===== config.mk =====
export PLATFORM = sky130hd
export DESIGN_NAME = cfg_cmd_decoder
export DESIGN_NICKNAME = d
export VERILOG_FILES = /design/src/rtl/cfg_cmd_decoder.sv
export SDC_FILE = /design/constraint.sdc
export NUM_CORES = 1
export LEC_CHECK = 0
export CAP_MARGIN = 20
export CELL_PAD_IN_SITES_DETAIL_PLACEMENT = 0
export CELL_PAD_IN_SITES_GLOBAL_PLACEMENT = 1
export CORE_MARGIN = 2
export CORE_UTILIZATION = 44
export CTS_BUF_LIST = sky130_fd_sc_hd__clkbuf_8
export CTS_CLUSTER_DIAMETER = 120
export DETAILED_ROUTE_END_ITERATION = 10
export DONT_BUFFER_PORTS = 1
export PLACE_DENSITY_LB_ADDON = 0.1
export SKIP_CTS_REPAIR_TIMING = 1
export SLEW_MARGIN = 30
export SYNTH_ARGS = -nofsm -noshare
export SYNTH_HDL_FRONTEND = slang
export SYNTH_SLANG_ARGS = --single-unit

===== constraint.sdc =====
create_clock -name clk -period 13.2 [get_ports clk]
set_input_delay 2.64 -clock clk [delete_from_list [all_inputs] [get_ports clk]]
set_output_delay 2.64 -clock clk [all_outputs]
set_load 0.02 [all_outputs]

===== src/rtl/cfg_cmd_decoder.sv =====
// ---------------------------------------------------------------------------
// cfg_cmd_decoder
//
// Decodes configuration commands that arrive as received UDP payload words
// and turns them into register-bus write/read strobes. Every accepted
// command produces a response on the transmit FIFO:
//   write : rx cmd {01,x,addr}, rx data   -> wr pulse, tx {01,14'h0,addr}
//   read  : rx cmd {10,x,addr}            -> rd pulse, tx {10,14'h0,addr},
//                                            tx read data
// Illegal opcodes (00/11) and words that arrive while a transaction is in
// progress are dropped and counted in a saturating error counter.
//
// Ports
//   clk        in   single clock, rising edge
//   reset      in   synchronous active-high reset
//   rx_ready   in   strobe: rx_data holds a valid payload word
//   rx_data    in   [31:0] payload word
//   tx_full    in   response FIFO full flag
//   tx_wr      out  response FIFO write strobe (only while tx_full=0)
//   tx_data    out  [31:0] response word
//   address    out  [15:0] register address
//   wr         out  one-cycle register write strobe
//   rd         out  one-cycle register read strobe
//   dout       out  [31:0] register write data
//   din        in   [31:0] register read data, RD_LATENCY cycles after rd
//   err_count  out  [7:0] saturating count of illegal/dropped words
// ---------------------------------------------------------------------------
module cfg_cmd_decoder #(
    parameter int RD_LATENCY = 1
) (
    input  logic        clk,
    input  logic        reset,
    input  logic        rx_ready,
    input  logic [31:0] rx_data,
    input  logic        tx_full,
    output logic        tx_wr,
    output logic [31:0] tx_data,
    output logic [15:0] address,
    output logic        wr,
    output logic        rd,
    output logic [31:0] dout,
    input  logic [31:0] din,
    output logic [7:0]  err_count
);

    localparam logic [2:0] IDLE      = 3'd0;
    localparam logic [2:0] WR_DATA   = 3'd1;
    localparam logic [2:0] WR_ACK    = 3'd2;
    localparam logic [2:0] RD_WAIT   = 3'd3;
    localparam logic [2:0] RESP_HDR  = 3'd4;
    localparam logic [2:0] RESP_DATA = 3'd5;

    // Counter values in RD_WAIT (counted from the cycle after rd rises):
    // din is captured at CAP_CNT, the header is staged one cycle later so
    // it appears RD_LATENCY+2 cycles after the rd pulse.
    localparam logic [2:0] CAP_CNT = 3'(RD_LATENCY);
    localparam logic [2:0] HDR_CNT = 3'(RD_LATENCY + 1);

    logic [2:0]  state_q, state_d;
    logic [15:0] address_q, address_d;
    logic [31:0] dout_q, dout_d;
    logic [31:0] tx_data_q, tx_data_d;
    logic [31:0] rdata_q, rdata_d;
    logic [7:0]  err_q, err_d;
    logic [2:0]  cnt_q, cnt_d;
    logic        pend_q, pend_d;   // strobe (wr or rd) due on the next edge
    logic        wr_q, wr_d;
    logic        rd_q, rd_d;
    logic        err_inc;
    logic [1:0]  opcode;
    logic        emit;

    assign opcode = rx_data[31:30];

    // A response word is being offered this cycle. The write ack waits
    // until the wr pulse has been issued and has retired.
    assign emit = (state_q == RESP_HDR) || (state_q == RESP_DATA) ||
                  ((state_q == WR_ACK) && !pend_q && !wr_q);

    // Gated combinationally so a word is only offered while the FIFO has
    // room; the FSM advances on exactly the same condition.
    assign tx_wr = emit && !tx_full && !reset;

    always_comb begin
        state_d   = state_q;
        address_d = address_q;
        dout_d    = dout_q;
        tx_data_d = tx_data_q;
        rdata_d   = rdata_q;
        cnt_d     = cnt_q;
        pend_d    = pend_q;
        wr_d      = 1'b0;
        rd_d      = 1'b0;
        err_inc   = 1'b0;

        case (state_q)
            IDLE: begin
                if (rx_ready) begin
                    case (opcode)
                        2'b01: begin
                            address_d = rx_data[15:0];
                            state_d   = WR_DATA;
                        end
                        2'b10: begin
                            address_d = rx_data[15:0];
                            pend_d    = 1'b1;
                            state_d   = RD_WAIT;
                        end
                        default: err_inc = 1'b1;
                    endcase
                end
            end
            WR_DATA: begin
                if (rx_ready) begin
                    dout_d  = rx_data;
                    pend_d  = 1'b1;
                    state_d = WR_ACK;
                end
            end
            WR_ACK: begin
                err_inc = rx_ready;
                if (pend_q) begin
                    wr_d      = 1'b1;
                    pend_d    = 1'b0;
                    tx_data_d = {2'b01, 14'h0, address_q};
                end else if (!wr_q && !tx_full) begin
                    state_d = IDLE;
                end
            end
            RD_WAIT: begin
                err_inc = rx_ready;
                if (pend_q) begin
                    rd_d   = 1'b1;
                    pend_d = 1'b0;
                    cnt_d  = 3'd0;
                end else begin
                    cnt_d = cnt_q + 3'd1;
                    if (cnt_q == CAP_CNT) begin
                        rdata_d = din;
                    end
                    if (cnt_q == HDR_CNT) begin
                        tx_data_d = {2'b10, 14'h0, address_q};
                        state_d   = RESP_HDR;
                    end
                end
            end
            RESP_HDR: begin
                err_inc = rx_ready;
                if (!tx_full) begin
                    tx_data_d = rdata_q;
                    state_d   = RESP_DATA;
                end
            end
            RESP_DATA: begin
                err_inc = rx_ready;
                if (!tx_full) begin
                    state_d = IDLE;
                end
            end
            default: state_d = IDLE;
        endcase

        err_d = (err_inc && (err_q != 8'hFF)) ? err_q + 8'd1 : err_q;
    end

    always_ff @(posedge clk) begin
        if (reset) begin
            state_q   <= IDLE;
            address_q <= 16'h0;
            dout_q    <= 32'h0;
            tx_data_q <= 32'h0;
            err_q     <= 8'h0;
            cnt_q     <= 3'd0;
            pend_q    <= 1'b0;
            wr_q      <= 1'b0;
            rd_q      <= 1'b0;
        end else begin
            state_q   <= state_d;
            address_q <= address_d;
            dout_q    <= dout_d;
            tx_data_q <= tx_data_d;
            err_q     <= err_d;
            cnt_q     <= cnt_d;
            pend_q    <= pend_d;
            wr_q      <= wr_d;
            rd_q      <= rd_d;
        end
    end

    // Read holding register: only meaningful after a capture, no reset.
    always_ff @(posedge clk) begin
        rdata_q <= rdata_d;
    end

    assign tx_data   = tx_data_q;
    assign address   = address_q;
    assign dout      = dout_q;
    assign wr        = wr_q;
    assign rd        = rd_q;
    assign err_count = err_q;

endmodule


**Word level (Yosys, flattened, before mapping)**

Cells that the tools add are included.

- Register bits after elaboration: 129
- Bits of input ports: 68

- Add/sub/neg operators: 2
- Bitwise gates (word level): 3
- Reduce and logical (&&, ||, !) cells: 26
- Multiplexer cells: 24
- Eq/ne operators: 21

Operator list:

| kind | count |
|---|---|
| $mux 32 | 4 |
| $pmux 32 s3 | 1 |
| $mux 3 | 9 |
| $pmux 3 s6 | 1 |
| $ne 2x2->1 const B | 8 |
| $eq 3x2->1 const B | 3 |
| $reduce_and 9->1 | 1 |
| $add 8x1->8 const B | 1 |
| $ne 8x8->1 const B | 1 |
| $reduce_or 2->1 | 4 |
| $eq 3x1->1 const B | 2 |
| $eq 3x3->1 const B | 2 |
| $logic_and 1x1->1 | 6 |
| $mux 1 | 6 |
| $pmux 3 s2 | 1 |
| $reduce_and 3->1 | 2 |
| $reduce_bool 3->1 | 2 |
| $reduce_and 5->1 | 1 |
| $logic_not 1->1 | 4 |
| $ne 2x1->1 const B | 2 |
| $reduce_and 4->1 | 1 |
| $reduce_or 4->1 | 1 |
| $add 3x1->3 const B | 1 |
| $logic_not 3->1 | 1 |
| other kinds (8) | 11 |

**Longest topological paths before layout**

Gate-level depths: netlist of the first run.

- Word-level depth: 6
- Depth in mapped cells: 7
- Depth with buffers taken out: 6

**Worst setup path after synthesis of the first run**

Ideal clock, no wire load.

- Kind: in2out
- Start: input port reset
- End: output port tx_wr
- Path slack: 7.030 ns
- Stages: 3
- Arrival: 3.530 ns
- Data required time: 10.560 ns
- Buffers on the path: 2
- Path through: clkbuf_1 clkbuf_1 nor3_1

- Word-level cells in the longest chain between the ends: 2

RTL lines:

| item | line | source |
|---|---|---|
| start, declared | 32 | `input logic reset,` |
| $logic_not 1->1 | 82 | `assign tx_wr = emit && !tx_full && !reset;` |
| $logic_and 1x1->1 | 82 |  |
| end, declared | 36 | `output logic tx_wr,` |

No other way between the ends.

**Worst setup path in the final report of the first run**

Same ends and word-level chain as after synthesis.

==> results of run 1 <==
-- cell families after synthesis --
kind of cell    Yosys count
compound gates          128
fa+ha+maj                 5
buf+inv                  46
flops                   129
mux                      17
simple gates            186
-- power by group through the flow --
stage / Combinational [mW] / Sequential (mW) / Clock [mW]
6_report: 0.0575 / 0.461 / 0.332
4_1_cts: 0.0586 / 0.461 / 0.342
5_1_grt: 0.0668 / 0.464 / 0.362
2_1_floorplan: 0.0596 / 0.459 / 0
3_5_place_dp: 0.0582 / 0.470 / 0
3_3_place_gp: 0.0571 / 0.470 / 0
-- worst min-delay path: stages (launching register included) --
cell	delay, ns
dfxtp_1	0.37
nand2_1	0.08
a21oi_1	0.06
-- synthesized netlist by cell type (2+ instances only) --
cell and n:
o21ai_0 4, nand2_1 102, buf_6 2, nor3b_1 2, buf_4 4, o31ai_1 3, buf_2 14, nand3_1 19
ha_1 5, and2b_1 2, nor2_1 9, a21oi_1 77, nand2b_1 3, nor4b_1 2, nor4_1 2, edfxtp_1 32
or3_1 2, or4_1 5, inv_1 7, nor2b_1 6, o211ai_1 16, mux2i_1 16, dfxtp_1 97, nor3_1 22
or3b_1 2, a211oi_2 15, clkbuf_1 18
-- registers in the layout (all words and copies together), names as in the netlist --
register	cells
cnt_q	3
pend_q	1
tx_data	32
state_q	3
address	16
err_count	8
wr	1
rdata_q	32
rd	1
dout	32
-- metal layers --
metal	vias up	routed length [microns]	part of all wire (%)	track usage (%)
met5	-	0	0	0
met1	1697	5300	44	25.8
met2	133	5250	44	27.6
li1	1786	-	-	-
met4	0	242	2.0	8.72
met3	20	1150	9.7	9.15
-- through the flow --
step | power [mW] | cells | hold slack [ns]
floorplan | 0.518 | 511 | 0.490
global placement | 0.527 | 619 | 0.524
detailed placement | 0.529 | 619 | 0.540
CTS | 0.862 | 651 | 0.551
global route | 0.893 | 651 | 0.571
finish | 0.851 | 651 | 0.546
-- final timing paths --
check	from	to	slack, ns	depth (start not counted)
worst max register to register	cnt_q[0]$_SDFFE_PP0N_	tx_data[31]$_SDFFE_PP0P_	10.71	6
worst min-delay path	cnt_q[2]$_SDFFE_PP0N_	cnt_q[2]$_SDFFE_PP0N_	0.55	2
worst max-delay path	reset	tx_wr	7.36	1
worst min register to register	cnt_q[2]$_SDFFE_PP0N_	cnt_q[2]$_SDFFE_PP0N_	0.55	2
-- cells in the final DEF, fill, tap and decap left out, drive strengths merged, types with 2 or more instances in the layout --
| master | n |
|---|---|
| nor4 | 3 |
| o31ai | 4 |
| nand3 | 19 |
| mux2i | 16 |
| or3 | 2 |
| nor4b | 2 |
| or4 | 5 |
| a211oi | 16 |
| clkinv | 7 |
| bufinv | 3 |
| dfxtp | 97 |
| inv | 11 |
| nand2b | 3 |
| and2b | 2 |
| clkbuf | 17 |
| or3b | 2 |
| ha | 5 |
| o21ai | 5 |
| o211ai | 16 |
| nand2 | 103 |
| nor3 | 22 |
| nor2b | 6 |
| a21oi | 77 |
| nor3b | 3 |
| buf | 4 |
| nor2 | 9 |
| edfxtp | 32 |
-- layout make-up --
| type | count | area, sq um |
|---|---|---|
| fillers | 1081 | 5860 |
| inverters | 7 | 26.3 |
| clock inverters | 15 | 154 |
| clock buffers | 17 | 234 |
| well taps | 143 | 179 |
| repair buffers | 4 | 30.0 |
| flip-flops and latches | 129 | 2900 |
| multi-input cells | 336 | 1990 |
==> impl_metrics.env, run 1 <==
export IMPL_status="finished clean"
export IMPL_fmax_mhz=171
export IMPL_cts_tree="done"
export IMPL_synth_xor_area_share_pct=0
export IMPL_syn_nets=584
export IMPL_io_pins=159
export IMPL_synthArstFlopShare_pct=0
export IMPL_synthTopCellsByArea="dfxtp_1, edfxtp_1, a21oi_1"
export IMPL_drv_cap=0
export IMPL_grt_pass1_wl_microns=19200
export IMPL_drtPass1Iterations=4
export IMPL_final_util_pct=48.5
export IMPL_slew_headroom_pct=42.3
export IMPL_ys_types=50
export IMPL_hpwl_microns=7820
export IMPL_start_kind="input pin"
export IMPL_yosys_warnings=0
export IMPL_switching_share_pct=26.6
export IMPL_synth_top_cell_area_share_pct=38.1
export IMPL_p_sw_uw=226
export IMPL_avgSynthCellArea_sq_um=9.98
export IMPL_rsz0062_at_grt="no"
export IMPL_syn_area_sq_um=5100
export IMPL_htree_levels=4
export IMPL_synth_edf_count=32
export IMPL_worst_pin_slew_ns=0.860
export IMPL_cp_top_family="simple AND/OR/NAND/NOR gates"
export IMPL_ant_nets=0
export IMPL_crit_type="input pin to output pin"
export IMPL_gp_congestion=0.788
export IMPL_critPathCaptureType="output pin"
export IMPL_final_max_slew_viol_count=0
export IMPL_die_y_microns=112
export IMPL_path_cells="nor3_1"
export IMPL_final_period_utilization_pct=44.2
export IMPL_synth_seq_cells=129
export IMPL_nNetsFinal=568
export IMPL_seq_area_frac_synth_pct=56.9
export IMPL_power_density_nw_per_um2=154
export IMPL_hold_path_class="flop to flop"
export IMPL_core_area_sq_um=11400
export IMPL_first_iter_violations=310
export IMPL_syn_inst=511
export IMPL_grt_antenna_before_repair=0
export IMPL_synthSimpleGateAreaFrac_pct=17.5
export IMPL_layout_drive_gt1_share_pct=10.8
export IMPL_synth_mux_area_share_pct=3.36
export IMPL_dieArea_sq_um=12500
export IMPL_fin_tns_setup_ns=0
export IMPL_synth_compound_area_share_pct=16.7
export IMPL_leakage_nw=1.72
export IMPL_portBuffers=0
export IMPL_remaining_drc_errors=0
export IMPL_track_usage_pct=19.6
export IMPL_path_buf_inv=0
export IMPL_clkTransAtPathRegs_ns=0.07
export IMPL_comb_power_share_pct=6.8
export IMPL_place_area_sq_um=5120
export IMPL_routed_wl_microns=11900
export IMPL_setup_viol=0
export IMPL_required_ns=10.56
export IMPL_pre_cts_ws_ns=7.38
export IMPL_worstSkewPairLatency_ns=0.44
export IMPL_fin_area_sq_um=5510
export IMPL_period_needed_ns=5.84
export IMPL_synth_top_family_by_area="simple AND/OR/NAND/NOR gates"
export IMPL_wire_per_inst_microns=18.4
export IMPL_synthToLayoutAreaGrowth_pct=8.10
export IMPL_ir_worst_vdd_v=0.0000842
export IMPL_rows=39
export IMPL_layout_setup_ws_ns=7.36
export IMPL_routed_via_density=5.59
export IMPL_fp_dieW_microns=112
export IMPL_overflow=0
export IMPL_grt_max_degree=97
export IMPL_p_int_uw=625
export IMPL_grt_pass1_vias=3503
export IMPL_hold_viol=0
export IMPL_cts_num_sinks=129
export IMPL_max_stage_delay_ns=0.53
export IMPL_cp_arrival_ns=3.20
export IMPL_start_util_pct=44.9
export IMPL_num_antenna_cells=0
export IMPL_num_vias=3636
export IMPL_skew_ns=0.00765
export IMPL_synth_ff_type="dfxtp_1"
export IMPL_clockRootBuffer="clkbuf_8"
export IMPL_synth_fa_ha_area_share_pct=1.23
export IMPL_clockPowerShare_pct=39.1
export IMPL_yosys_area_top_type="dfxtp_1"
export IMPL_seq_power_share_pct=54.2
export IMPL_slowest_stage="nor3_1"
export IMPL_clock_path_buffers=2
export IMPL_critical_path_max_fanout=96
export IMPL_numCtsBuffers=17
(Power assumes the default switching activity.)
==> inputs of run 2 (changes only) <==
- ABC_AREA: not set -> 1
- CORE_UTILIZATION: 44 -> 42
- clock period: 13.2 -> 5 ns (I/O delays scaled with it)
==> run 2 against run 1 <==
Sequential power rose to 3.7 times the previous value. Flip-flop and latch count unchanged. Total power rose to 4.2 times the previous value. Via count up 8.6%. Largest cell class unchanged.
==> impl_metrics.env, run 2 <==
export IMPL_yosys_warnings=0
export IMPL_fmax_mhz=302
export IMPL_layout_drive_gt1_share_pct=7.48
export IMPL_status="finished clean"
export IMPL_final_util_pct=47.1
export IMPL_final_cell_mix="nor2_1, nand2_1, dfxtp_1"
export IMPL_leakage_nw=2.26
export IMPL_synthTopCellsByArea="dfxtp_1, edfxtp_1, nor2_1"
export IMPL_pre_cts_ws_ns=1.81
export IMPL_syn_nets=711
export IMPL_grt_pass1_vias=3810
export IMPL_layout_commonest_cell="nor2_1"
export IMPL_start_util_pct=43.0
export IMPL_hold_viol=0
export IMPL_layout_setup_ws_ns=1.69
export IMPL_drv_cap=0
export IMPL_grt_antenna_before_repair=2
export IMPL_drtPass1Iterations=7
export IMPL_fp_dieW_microns=115
export IMPL_cts_num_sinks=129
export IMPL_hpwl_microns=8320
export IMPL_stdcell_count=789
export IMPL_path_buf_inv=1
export IMPL_synthArstFlopShare_pct=0
export IMPL_synth_edf_count=32
export IMPL_wire_per_inst_microns=15.5
export IMPL_start_kind="flop"
export IMPL_synth_ff_type="dfxtp_1"
export IMPL_cp_top_family="simple AND/OR/NAND/NOR gates"
export IMPL_final_max_slew_viol_count=0
export IMPL_syn_area_sq_um=5140
export IMPL_fin_tns_setup_ns=0
export IMPL_dp_cells=756
export IMPL_num_vias=3950
export IMPL_seq_area_frac_synth_pct=56.4
export IMPL_remaining_drc_errors=0
export IMPL_hold_path_class="flop to flop"
export IMPL_slowest_stage="dfxtp_1"
export IMPL_required_ns=4.00
export IMPL_portBuffers=0
export IMPL_grt_max_degree=56
export IMPL_path_cells="inv_1 > nor2_1 > nand3_2 > o21ai_0 > nand2_1 > nor2_1"
export IMPL_htree_levels=4
export IMPL_crit_path_frequent_cell="nor2_1"
export IMPL_gp_congestion=0.738
export IMPL_dieArea_sq_um=13100
export IMPL_final_period_utilization_pct=66.2
export IMPL_worstSkewPairLatency_ns=0.44
export IMPL_overflow=0
export IMPL_nNetsFinal=702
export IMPL_rows=40
export IMPL_slew_headroom_pct=50.7
export IMPL_period_needed_ns=3.31
export IMPL_ir_worst_vdd_v=0.000232
export IMPL_ys_types=29
export IMPL_first_iter_violations=175
export IMPL_cp_arrival_ns=2.31
export IMPL_clock_path_buffers=2
export IMPL_setup_viol=0
export IMPL_yosys_area_top_type="dfxtp_1"
export IMPL_clockRootBuffer="clkbuf_8"
export IMPL_critical_path_max_fanout=17
export IMPL_track_usage_pct=19.6
export IMPL_critPathCaptureType="output pin"
export IMPL_cts_tree="done"
export IMPL_holdWs_ns=0.516
export IMPL_skew_ns=0.00637
export IMPL_ant_nets=0
export IMPL_num_antenna_cells=0
export IMPL_rsz0062_at_grt="no"
export IMPL_max_stage_delay_ns=0.45
export IMPL_synthTopCellsByCount="nor2_1, nand2_1, dfxtp_1"
export IMPL_numCtsBuffers=17
export IMPL_synth_most_common_cell="nor2_1"
export IMPL_clkTransAtPathRegs_ns=0.07
export IMPL_power_density_nw_per_um2=628
export IMPL_grt_pass1_wl_microns=19500
export IMPL_worst_pin_slew_ns=0.739
export IMPL_crit_type="flop to output pin"
export IMPL_synth_top_cell_area_share_pct=37.8
export IMPL_synth_seq_cells=129
export IMPL_routed_via_density=5.01
export IMPL_synthToLayoutAreaGrowth_pct=9.41
export IMPL_io_pins=159
export IMPL_avgSynthCellArea_sq_um=8.06
export IMPL_die_y_microns=115
export IMPL_core_area_sq_um=12000
export IMPL_routed_wl_microns=12300
export IMPL_syn_inst=638
-- run 2: cell type report --
| type | count | area [sq um] |
|---|---|---|
| timing repair buffer | 2 | 35.0 |
| clock inverter | 13 | 119 |
| inverter | 52 | 195 |
| sequential | 129 | 2900 |
| clock buffer | 19 | 262 |
| fill | 1205 | 6330 |
| multi-input combinational | 427 | 1930 |
| tap | 147 | 184 |
-- run 2: worst min-delay path: stages (launching register included) --
cell	delay, ns
dfxtp_1	0.35
nand2_1	0.07
a21oi_1	0.05
-- run 2: final timing paths --
| check | startpoint | end | slack, ns | cells past startpoint |
|---|---|---|---|---|
| worst max register to register | state_q[1]$_SDFFE_PP0P_ | tx_data[24]$_SDFFE_PP0P_ | 2.79 | 7 |
| worst min register to register | cnt_q[0]$_SDFFE_PP0N_ | cnt_q[0]$_SDFFE_PP0N_ | 0.52 | 2 |
| worst max-delay path | state_q[1]$_SDFFE_PP0P_ | tx_wr | 1.69 | 6 |
| worst min-delay path | cnt_q[0]$_SDFFE_PP0N_ | cnt_q[0]$_SDFFE_PP0N_ | 0.52 | 2 |
-- run 2: metal layers --
metal / up-vias / global-route usage (%) / share of wire (%)
met5: - / 0 / 0.11
met4: 2 / 8.05 / 2.3
met3: 25 / 11.6 / 11
met2: 124 / 31.8 / 48
met1: 1778 / 20.8 / 39
li1: 2021 / - / -
-- run 2: metrics by stage --
step / area [sq um] / total power, mW
floorplan: 5140 / 2.50
global placement: 5220 / 2.70
detailed placement: 5220 / 2.72
CTS: 5600 / 3.59
global route: 5630 / 3.82
finish: 5630 / 3.54
-- run 2: logic make-up after synthesis --
| group | share of synthesized area (%) |
|---|---|
| compound gates | 9.44 |
| xor+xnor | 0.681 |
| fa+ha+maj | 1.22 |
| buf+inv | 6.28 |
| flops | 56.4 |
| simple gates | 26.0 |
-- run 2: where the power goes --
part / internal [mW] / switching [mW] / leakage, nW
Combinational: 0.298 / 0.660 / 0.973
Sequential: 1.30 / 0.424 / 1.08
Clock: 0.459 / 0.400 / 0.204
Total: 2.05 / 1.48 / 2.26
==> inputs of run 3 (changes only) <==
- ABC_AREA: 1 -> 0
- CORE_UTILIZATION: 42 -> 44
- clock period: 5 -> 3 ns (I/O delays scaled with it)
==> run 3 against run 2 <==
Sequential share of layout area up 0.65 points. Sequential power grew 18%. Flip-flop and latch count stayed put. Cell area shrank 1.2%. Die area is 5.2% lower. Global-route usage rose by 0.40 points. Critical endpoint unchanged. Total power rose by 4.2%. Critical path type unchanged. Largest power group unchanged. Non-clock buffer count up 10. Clock power up 62%. Via count fell by 5.8%.
==> impl_metrics.env, run 3 (synthesis gave the netlist of run 1 again) <==
export IMPL_final_max_slew_viol_count=0
export IMPL_seq_power_share_pct=55.2
export IMPL_worst_pin_slew_ns=0.844
export IMPL_fin_tns_setup_ns=0
export IMPL_portBuffers=0
export IMPL_fp_dieW_microns=112
export IMPL_synthToLayoutAreaGrowth_pct=8.98
export IMPL_ir_worst_vdd_v=0.000306
export IMPL_hold_viol=0
export IMPL_layout_commonest_cell="nand2_1"
export IMPL_start_kind="flop"
export IMPL_r2r_cells=5
export IMPL_numCtsBuffers=17
export IMPL_r2r_start="state_q[0]$_SDFFE_PP0P_"
export IMPL_grt_max_degree=97
export IMPL_status="finished clean"
export IMPL_final_cell_mix="nand2_1, dfxtp_1, a21oi_1"
export IMPL_final_period_utilization_pct=91.5
export IMPL_required_ns=2.40
export IMPL_critical_path_max_fanout=12
export IMPL_slew_headroom_pct=43.3
export IMPL_remaining_drc_errors=0
export IMPL_stdcell_count=659
export IMPL_ant_nets=0
export IMPL_pre_cts_ws_ns=0.714
export IMPL_place_area_sq_um=5190
export IMPL_setup_viol=0
export IMPL_rsz0062_at_grt="no"
export IMPL_grt_pass1_wl_microns=19600
export IMPL_num_vias=3719
export IMPL_comb_power_share_pct=7.1
export IMPL_wire_per_inst_microns=18.7
export IMPL_power_density_nw_per_um2=663
export IMPL_io_pins=159
export IMPL_grt_antenna_before_repair=1
export IMPL_cts_tree="done"
export IMPL_dieArea_sq_um=12500
export IMPL_crit_type="flop to output pin"
export IMPL_hold_path_endpoint="tx_data[19]$_SDFFE_PP0P_"
export IMPL_hpwl_microns=8040
export IMPL_period_needed_ns=2.74
export IMPL_regToRegSetupSlack_ns=0.91
export IMPL_clkTransAtPathRegs_ns=0.06
export IMPL_first_iter_violations=283
export IMPL_overflow=0
export IMPL_layout_drive_gt1_share_pct=11.5
export IMPL_critPathCaptureType="output pin"
export IMPL_leakage_nw=1.76
export IMPL_dp_cells=627
export IMPL_clockPowerShare_pct=37.7
export IMPL_p_sw_uw=974
export IMPL_layout_setup_ws_ns=0.256
export IMPL_switching_share_pct=26.4
export IMPL_fmax_mhz=364
export IMPL_core_area_sq_um=11400
export IMPL_die_y_microns=112
export IMPL_drv_cap=0
export IMPL_gp_congestion=0.774
export IMPL_start_util_pct=44.9
export IMPL_p_int_mw=2.71
export IMPL_nNetsFinal=576
export IMPL_hold_path_startpoint="reset"
export IMPL_r2r_end="tx_data[31]$_SDFFE_PP0P_"
export IMPL_clockRootBuffer="clkbuf_8"
export IMPL_fin_area_sq_um=5560
export IMPL_skew_ns=0.0114
export IMPL_cts_num_sinks=129
export IMPL_cp_arrival_ns=2.14
export IMPL_worstSkewPairLatency_ns=0.44
export IMPL_track_usage_pct=20.0
export IMPL_htree_levels=4
export IMPL_grt_pass1_vias=3543
export IMPL_rows=39
export IMPL_min_path_cells=1
export IMPL_routed_via_density=5.64
export IMPL_hold_path_class="input pin to flop"
export IMPL_clock_path_buffers=2
export IMPL_power_total_mw=3.68
export IMPL_routed_wl_microns=12300
export IMPL_drtPass1Iterations=4
[run 3: changes by cell type in the layout (fill, tap and decap cells not counted), moves of 15 or more]
| cell | delta |
|---|---|
| a211oi_2 | +15 |
| a21oi_1 | +55 |
| inv_1 | -38 |
| mux2i_1 | +16 |
| nand2_1 | -31 |
| nand4_1 | -15 |
| nor2_1 | -141 |
| nor3_1 | +21 |
| o211ai_1 | +16 |
| o21ai_0 | -60 |
[run 3: per-stage QoR]
step	hold slack [ns]	util, %
floorplan	0.512	-
global placement	0.533	45.6
detailed placement	0.535	45.6
CTS	0.195	48.9
global route	0.189	48.9
finish	0.226	48.9
[run 3: critical path, cell delays in order (launching register included)]
cell and delay [ns]:
dfxtp_1 0.65, or3b_1 0.44, o32a_1 0.30, nor3_1 0.15, buf_4 0.17
[run 3: area by class of cell]
cell class | instances | area, sq um
Clock inverter | 12 | 104
Sequential cell | 129 | 2900
Antenna cell | 1 | 2.50
Timing Repair Buffer | 12 | 90.1
Multi-Input combinational cell | 336 | 1990
Clock buffer | 19 | 262
Fill cell | 1072 | 5810
Inverter | 7 | 26.3
Tap cell | 143 | 179
[run 3: power groups by stage]
stage | clock network, mW | logic (mW) | registers, mW
2_1_floorplan | 0 | 0.264 | 2.02
6_report | 1.39 | 0.263 | 2.03
3_5_place_dp | 0 | 0.265 | 2.07
4_1_cts | 1.43 | 0.266 | 2.03
5_1_grt | 1.50 | 0.300 | 2.04
3_3_place_gp | 0 | 0.259 | 2.07
[run 3: how the worst max path moves through the flow]
stage | slack (ns) | startpoint | endpoint | cells after the start
final | 0.26 | state_q[1]$_SDFFE_PP0P_ | tx_wr | 4
after floorplan | 0.45 | state_q[0]$_SDFFE_PP0P_ | rdata_q[0]$_DFFE_PP_ | 4
after detailed placement | 0.71 | state_q[1]$_SDFFE_PP0P_ | tx_wr | 4
after global routing | 0.12 | state_q[1]$_SDFFE_PP0P_ | tx_wr | 4
after global placement | 0.73 | state_q[1]$_SDFFE_PP0P_ | tx_wr | 4
after CTS | 0.23 | state_q[1]$_SDFFE_PP0P_ | tx_wr | 4
[run 3: metal layers]
layer / GRT usage, % / up-vias / wire [microns]
li1: - / 1797 / -
met1: 26.8 / 1781 / 5620
met2: 28.7 / 121 / 5390
met3: 8.27 / 20 / 1020
met4: 8.23 / 0 / 256
met5: 0 / - / 0
